### config.mk
export PLATFORM = sky130hd
export DESIGN_NAME = otp_lci_macro_resp
export DESIGN_NICKNAME = d
export VERILOG_FILES = /design/src/rtl/otp_lci_macro_resp.sv
export SDC_FILE = /design/constraint.sdc
export NUM_CORES = 2
export LEC_CHECK = 0
export ABC_AREA = 1
export CAP_MARGIN = 10
export CELL_PAD_IN_SITES_DETAIL_PLACEMENT = 0
export CELL_PAD_IN_SITES_GLOBAL_PLACEMENT = 1
export CORE_AREA = 2 2 327 329
export CTS_BUF_LIST = sky130_fd_sc_hd__clkbuf_4
export CTS_CLUSTER_DIAMETER = 120
export DETAILED_ROUTE_END_ITERATION = 16
export DIE_AREA = 0 0 329 331
export PLACE_DENSITY = 0.87
export REMOVE_ABC_BUFFERS = 1
export SYNTH_ARGS = -nofsm -noshare
export SYNTH_HDL_FRONTEND = slang
export SYNTH_SLANG_ARGS = --single-unit
### constraint.sdc
create_clock -name clk_i -period 78.1 [get_ports clk_i]
set_input_delay 11.715 -clock clk_i [delete_from_list [all_inputs] [get_ports clk_i]]
set_output_delay 11.715 -clock clk_i [all_outputs]
set_load 0.02 [all_outputs]
### src/rtl/otp_lci_macro_resp.sv
`timescale 1ns / 1ps
// otp_lci_macro_resp
// Responder end of the OTP native command interface used by the LCI
// initiator. It holds a small write-once word array where bits can only
// ever be set. It grants single-word read/write commands, answers after a
// fixed latency, and reports prim_otp_pkg-style error codes.
//
// Optional build macro: OTP_LCI_MACRO_RESP_FAULT_INJ_EN
//   Adds fault_en_i / fault_addr_i. A write to fault_addr_i that is granted
//   while fault_en_i is high still programs the word, but it reports
//   MacroError.
//
// FSM states:
//   state   | meaning
//   --------+--------------------------------------------------------------
//   IdleSt  | no command outstanding; grant follows otp_req_i
//   WaitSt  | command captured; latency counter running
//   RespSt  | rvalid pulse with err/rdata; a write commits at the end of it
//   ErrorSt | invalid state encoding seen; frozen until reset
module otp_lci_macro_resp #(
  parameter int NumWords   = 64,
  parameter int AddrWidth  = 11,
  parameter int BaseAddr   = 0,
  parameter int RspLatency = 2
) (
  input  logic                 clk_i,
  input  logic                 rst_i,
  input  logic                 otp_req_i,
  input  logic [2:0]           otp_cmd_i,
  input  logic [1:0]           otp_size_i,
  input  logic [AddrWidth-1:0] otp_addr_i,
  input  logic [31:0]          otp_wdata_i,
`ifdef OTP_LCI_MACRO_RESP_FAULT_INJ_EN
  input  logic                 fault_en_i,
  input  logic [AddrWidth-1:0] fault_addr_i,
`endif
  output logic                 otp_gnt_o,
  output logic                 otp_rvalid_o,
  output logic [63:0]          otp_rdata_o,
  output logic [2:0]           otp_err_o,
  output logic                 busy_o
);

  localparam int                   IdxWidth  = $clog2(NumWords);
  localparam logic [AddrWidth-1:0] BaseAddrW = AddrWidth'(BaseAddr);
  localparam logic [AddrWidth:0]   NumWordsW = (AddrWidth + 1)'(NumWords);
  localparam logic [3:0]           CntLoad   = 4'(RspLatency - 1);

  localparam logic [2:0] CmdRead       = 3'b000;
  localparam logic [2:0] CmdWrite      = 3'b001;
  localparam logic [2:0] ErrNone       = 3'd0;
  localparam logic [2:0] ErrMacro      = 3'd1;
  localparam logic [2:0] ErrWriteBlank = 3'd4;

  // Every pair of encodings differs in at least three bits.
  typedef enum logic [4:0] {
    IdleSt  = 5'b00000,
    WaitSt  = 5'b00111,
    RespSt  = 5'b11001,
    ErrorSt = 5'b11110
  } state_e;

  state_e               state_q;
  logic [3:0]           cnt_q;
  logic [2:0]           cmd_q;
  logic [1:0]           size_q;
  logic [AddrWidth-1:0] addr_q;
  logic [15:0]          wdata_q;
  logic                 wr_en_q;
  logic                 rvalid_q;
  logic [63:0]          rdata_q;
  logic [2:0]           err_q;
  logic                 busy_q;

  logic [15:0] mem_q [NumWords];

  // Only the low halfword of the write data is ever stored.
  logic unused_wdata;
  assign unused_wdata = ^otp_wdata_i[31:16];

  // Response inputs: the live command when answering straight from IdleSt
  // (RspLatency of 1), otherwise the captured command.
  logic [2:0]           r_cmd;
  logic [1:0]           r_size;
  logic [AddrWidth-1:0] r_addr;
  logic [15:0]          r_wdata;
  logic                 r_fault;

`ifdef OTP_LCI_MACRO_RESP_FAULT_INJ_EN
  logic fault_q;
  logic fault_hit;
  assign fault_hit = fault_en_i && (otp_addr_i == fault_addr_i);
`endif

  // Select the live or the captured command for response evaluation.
  always_comb begin
    r_cmd   = cmd_q;
    r_size  = size_q;
    r_addr  = addr_q;
    r_wdata = wdata_q;
    if (state_q == IdleSt) begin
      r_cmd   = otp_cmd_i;
      r_size  = otp_size_i;
      r_addr  = otp_addr_i;
      r_wdata = otp_wdata_i[15:0];
    end
  end

`ifdef OTP_LCI_MACRO_RESP_FAULT_INJ_EN
  assign r_fault = (state_q == IdleSt) ? fault_hit : fault_q;
`else
  assign r_fault = 1'b0;
`endif

  logic [AddrWidth-1:0] r_idx_full;
  logic [IdxWidth-1:0]  r_idx;
  logic                 r_oor;
  logic                 r_illegal;
  logic [15:0]          r_old;

  // The index wraps modulo 2^AddrWidth, so an address below the base is
  // out of range.
  assign r_idx_full = r_addr - BaseAddrW;
  assign r_idx      = r_idx_full[IdxWidth-1:0];
  assign r_oor      = {1'b0, r_idx_full} >= NumWordsW;
  assign r_illegal  = ((r_cmd != CmdRead) && (r_cmd != CmdWrite)) ||
                      (r_size != 2'd0) || r_oor;
  assign r_old      = mem_q[r_idx];

  logic [2:0]  r_err;
  logic [63:0] r_rdata;
  logic        r_wr_en;

  // Evaluate error code, read data and write permission for the response.
  always_comb begin
    r_err   = ErrNone;
    r_rdata = '0;
    r_wr_en = 1'b0;
    if (r_illegal) begin
      r_err = ErrMacro;
    end else if (r_cmd == CmdRead) begin
      r_rdata = {48'b0, r_old};
    end else begin
      r_wr_en = 1'b1;
      if (r_fault) begin
        r_err = ErrMacro;
      end else if (|(r_old & ~r_wdata)) begin
        r_err = ErrWriteBlank;
      end
    end
  end

  assign otp_gnt_o = (state_q == IdleSt) && otp_req_i;

  // Control FSM with registered response outputs.
  always_ff @(posedge clk_i or posedge rst_i) begin
    if (rst_i) begin
      state_q  <= IdleSt;
      cnt_q    <= '0;
      cmd_q    <= '0;
      size_q   <= '0;
      addr_q   <= '0;
      wdata_q  <= '0;
      wr_en_q  <= 1'b0;
      rvalid_q <= 1'b0;
      rdata_q  <= '0;
      err_q    <= '0;
      busy_q   <= 1'b0;
    end else begin
      rvalid_q <= 1'b0;
      rdata_q  <= '0;
      err_q    <= '0;
      wr_en_q  <= 1'b0;
      case (state_q)
        IdleSt: begin
          busy_q <= 1'b0;
          if (otp_req_i) begin
            cmd_q   <= otp_cmd_i;
            size_q  <= otp_size_i;
            addr_q  <= otp_addr_i;
            wdata_q <= otp_wdata_i[15:0];
            cnt_q   <= CntLoad;
            busy_q  <= 1'b1;
            if (RspLatency == 1) begin
              state_q  <= RespSt;
              rvalid_q <= 1'b1;
              rdata_q  <= r_rdata;
              err_q    <= r_err;
              wr_en_q  <= r_wr_en;
            end else begin
              state_q <= WaitSt;
            end
          end
        end
        WaitSt: begin
          busy_q <= 1'b1;
          cnt_q  <= cnt_q - 4'd1;
          if (cnt_q == 4'd1) begin
            state_q  <= RespSt;
            rvalid_q <= 1'b1;
            rdata_q  <= r_rdata;
            err_q    <= r_err;
            wr_en_q  <= r_wr_en;
          end
        end
        RespSt: begin
          state_q <= IdleSt;
          busy_q  <= 1'b0;
        end
        ErrorSt: begin
          busy_q <= 1'b1;
        end
        default: begin
          state_q <= ErrorSt;
          busy_q  <= 1'b1;
        end
      endcase
    end
  end

`ifdef OTP_LCI_MACRO_RESP_FAULT_INJ_EN
  // Fault hit is sampled at grant, like the rest of the command.
  always_ff @(posedge clk_i or posedge rst_i) begin
    if (rst_i) begin
      fault_q <= 1'b0;
    end else if (otp_gnt_o) begin
      fault_q <= fault_hit;
    end
  end
`endif

  // Write-once array: a legal write ORs new bits in during the response cycle.
  always_ff @(posedge clk_i or posedge rst_i) begin
    if (rst_i) begin
      for (int i = 0; i < NumWords; i++) begin
        mem_q[i] <= '0;
      end
    end else if ((state_q == RespSt) && wr_en_q) begin
      mem_q[r_idx] <= r_old | r_wdata;
    end
  end

  assign otp_rvalid_o = rvalid_q;
  assign otp_rdata_o  = rdata_q;
  assign otp_err_o    = err_q;
  assign busy_o       = busy_q;

endmodule

==> impl_metrics.tcl <==
set metrics [dict create \
    outcome "completed" \
    final_hold_viol_count 0 \
    drv_cap 0 \
    firstDrtPassIters 7 \
    routed_wl_um 157000 \
    worstSetupPathType "in -> out" \
    fin_crit_ps 24690 \
    worstPathMaxFanout 2 \
    layout_common_cells "nand2_1 (2,259), dfrtp_1 (1,084), inv_1 (970)" \
    die_h_um 331 \
    rsz0062_at_grt "no" \
    detail-route-antenna-nets 0 \
    hp-class "reg -> reg" \
    syn_to_final_growth_pct 8.34 \
    total_power_mw 1.18 \
    cts_setup_buffers 0 \
    met1_length_um 69100 \
    synth_edf_count 0 \
    clk_path_buf_depth 4 \
    postCtsHoldBufs 0 \
    dieWidth_um 329 \
    post_cts_resize_count 0 \
    grt_pass1_wl_um 247000 \
    clock_latency_ps 1250 \
    clockRootBuffer "clkbuf_4" \
    clockPowerShare_pct 42.9 \
    synth_area_um2 52400 \
    yosysTopAreaCellShare_pct 51.7 \
    viasPerCell 5.25 \
    synth_top_cell_by_area "dfrtp_1" \
    yosys_warnings 0 \
    io_pins 121 \
    core_area_um2 105000 \
    p_int_mw 0.853 \
    gp_congestion 0.833 \
    hold_ws_ps 475 \
    synthFlopType "dfrtp_1" \
    cts_tree "done" \
    rows 119 \
    final_nets 6897 \
    p_per_area_nw_per_um2 20.9 \
    wl_per_cell_um 18.7 \
    wl_met3_um 10700 \
    cp-start-kind "primary input" \
    syn_inst 6827 \
    switching_share_pct 28.0 \
    drc_errors 0 \
    top_layer "met5" \
    final_layout_size_suffix_gt1_share_pct 9.95 \
    fin_crit_sh_pct 31.6 \
    fin_ws_ps 53410 \
    grt_pass1_vias 42600 \
    setup_viol 0 \
    crit_path_end_kind "primary output" \
    place_inst 7920 \
    grt_max_degree 130 \
    max_freq_mhz 40.5 \
    yosysSeqAreaShare_pct 51.7 \
    seqPwrFrac_pct 47.6 \
    die-area_um2 109000 \
    power_frac_comb_pct 9.5 \
    dpl.hpwl_um 89800 \
    grt_overflow 0 \
    grt_util_all_layers_pct 29.6 \
    route.met2.wl_um 72400 \
    syn_area_per_cell_um2 7.68 \
    async_reset_ff_share_pct 100 \
    p_sw_mw 0.332 \
    vias 44200 \
    worst_pin_slew_ps 1200 \
    cts_buffers 312 \
    finalNonFillerCells 8414 \
    ys_types 39 \
    clk_pin_slew_ps 60 \
    io_buffers 55 \
    cp.required_ps 66390 \
    antenna_found_initial 5 \
    cts.sinks 1084 \
    skew_ps 112 \
    drtIter0Drc 3925 \
    synth_area_leaders "dfrtp_1 (52%), nand2_1 (16%), o21ai_0 (7.6%), inv_1 (7.0%), nand3_1 (4.5%)" \
    p_leak_nw 27.0 \
    ir_worst_vdd_uv 12.8 \
    layout_commonest_cell "nand2_1" \
    ys_ff_latch 1084 \
    htreeDepth 5 \
    place_ws_ps 53420 \
    max-slew-margin-rel_pct 19.9 \
    setup_tns_ps 0 \
    start_util_pct 49.9 \
    arrival_ps 12970 \
    final_max_slew_viol_count 0 \
]
==> path summary, 6_finish.rpt <==
kind | end | start | slack (ps) | cells past startpoint
worst min-delay path | addr_q[6] | addr_q[6] | 470 | 2
worst max-delay path | otp_gnt_o | otp_req_i | 53410 | 4
max in group asynchronous | mem_q[18] | rst_i | 63790 | 5
worst min register to register | addr_q[6] | addr_q[6] | 470 | 2
worst max register to register | mem_q[868] | state_q[3] | 71250 | 17
min in group asynchronous | mem_q[258] | rst_i | 11110 | 2
==> through the flow <==
stage	utilization [%]	area, um2
floorplan	-	49700
global placement	50.6	53200
detailed placement	50.6	53200
CTS	54.1	56700
global route	54.1	56800
finish	54.1	56800
==> critical path, cell delays in order <==
cell,delay [ps]
clkdlybuf4s50_1,480
nand2_1,70
inv_1,100
clkdlybuf4s50_1,600
==> sequential cells by signal, indices dropped and copies added, names as in the netlist <==
name	count
mem_q	1024
otp_rdata_o	16
wdata_q	16
addr_q	11
cnt_q	4
cmd_q	3
state_q	3
otp_err_o	2
size_q	2
busy_o	1
otp_rvalid_o	1
wr_en_q	1
==> cell families after synthesis <==
family	share of synthesized area, %
buffers and inverters	12.6
other	0.00715
AND/OR/NAND/NOR	24.1
AO/OA/AOI/OAI	11.5
XOR/XNOR	0.0167
adder cells (fa/ha/maj)	0.0477
flip-flops	51.7
==> layout make-up <==
cell class | count | area [um2]
diodes | 10 | 25.0
fillers | 10200 | 48200
clock buffers | 446 | 3350
multi-input cells | 4291 | 19100
flip-flops and latches | 1084 | 27100
inverters | 982 | 3690
clock inverters | 37 | 244
well taps | 1391 | 1740
repair buffers | 173 | 1490
==> synth_stat cells (2+ instances only) <==
| library cell | n |
|---|---|
| ha_1 | 2 |
| buf_1 | 4 |
| nor2_1 | 181 |
| o21ai_2 | 3 |
| nand4_1 | 103 |
| inv_2 | 10 |
| nand2_2 | 3 |
| o21ai_1 | 228 |
| or2_2 | 9 |
| inv_1 | 971 |
| o21ai_0 | 800 |
| nand3_1 | 467 |
| nand2_4 | 7 |
| a31oi_1 | 8 |
| buf_2 | 149 |
| or2_1 | 6 |
| nor2_2 | 11 |
| buf_4 | 103 |
| nor3_2 | 6 |
| buf_6 | 53 |
| nor3_1 | 4 |
| nor4_1 | 2 |
| o22ai_1 | 2 |
| nand2_1 | 2259 |
| o211ai_1 | 59 |
| clkbuf_1 | 209 |
| a21oi_1 | 69 |
| nand3_4 | 5 |
| dfrtp_1 | 1084 |
==> layer usage <==
layer	GRT usage (%)	up-vias
li1	-	21300
met1	40.9	21000
met2	46.9	1546
met3	4.71	325
met4	11.6	2
met5	0	-
==> power by group through the flow <==
stage	sequential (mW)	combinational, mW	clock, mW
detailed placement	0.574	0.112	0
floorplan	0.575	0.0637	0
finish	0.564	0.112	0.509
CTS	0.563	0.112	0.518
global placement	0.574	0.112	0
global route	0.563	0.120	0.550
No activity file was read; power rests on OpenSTA's default activity.
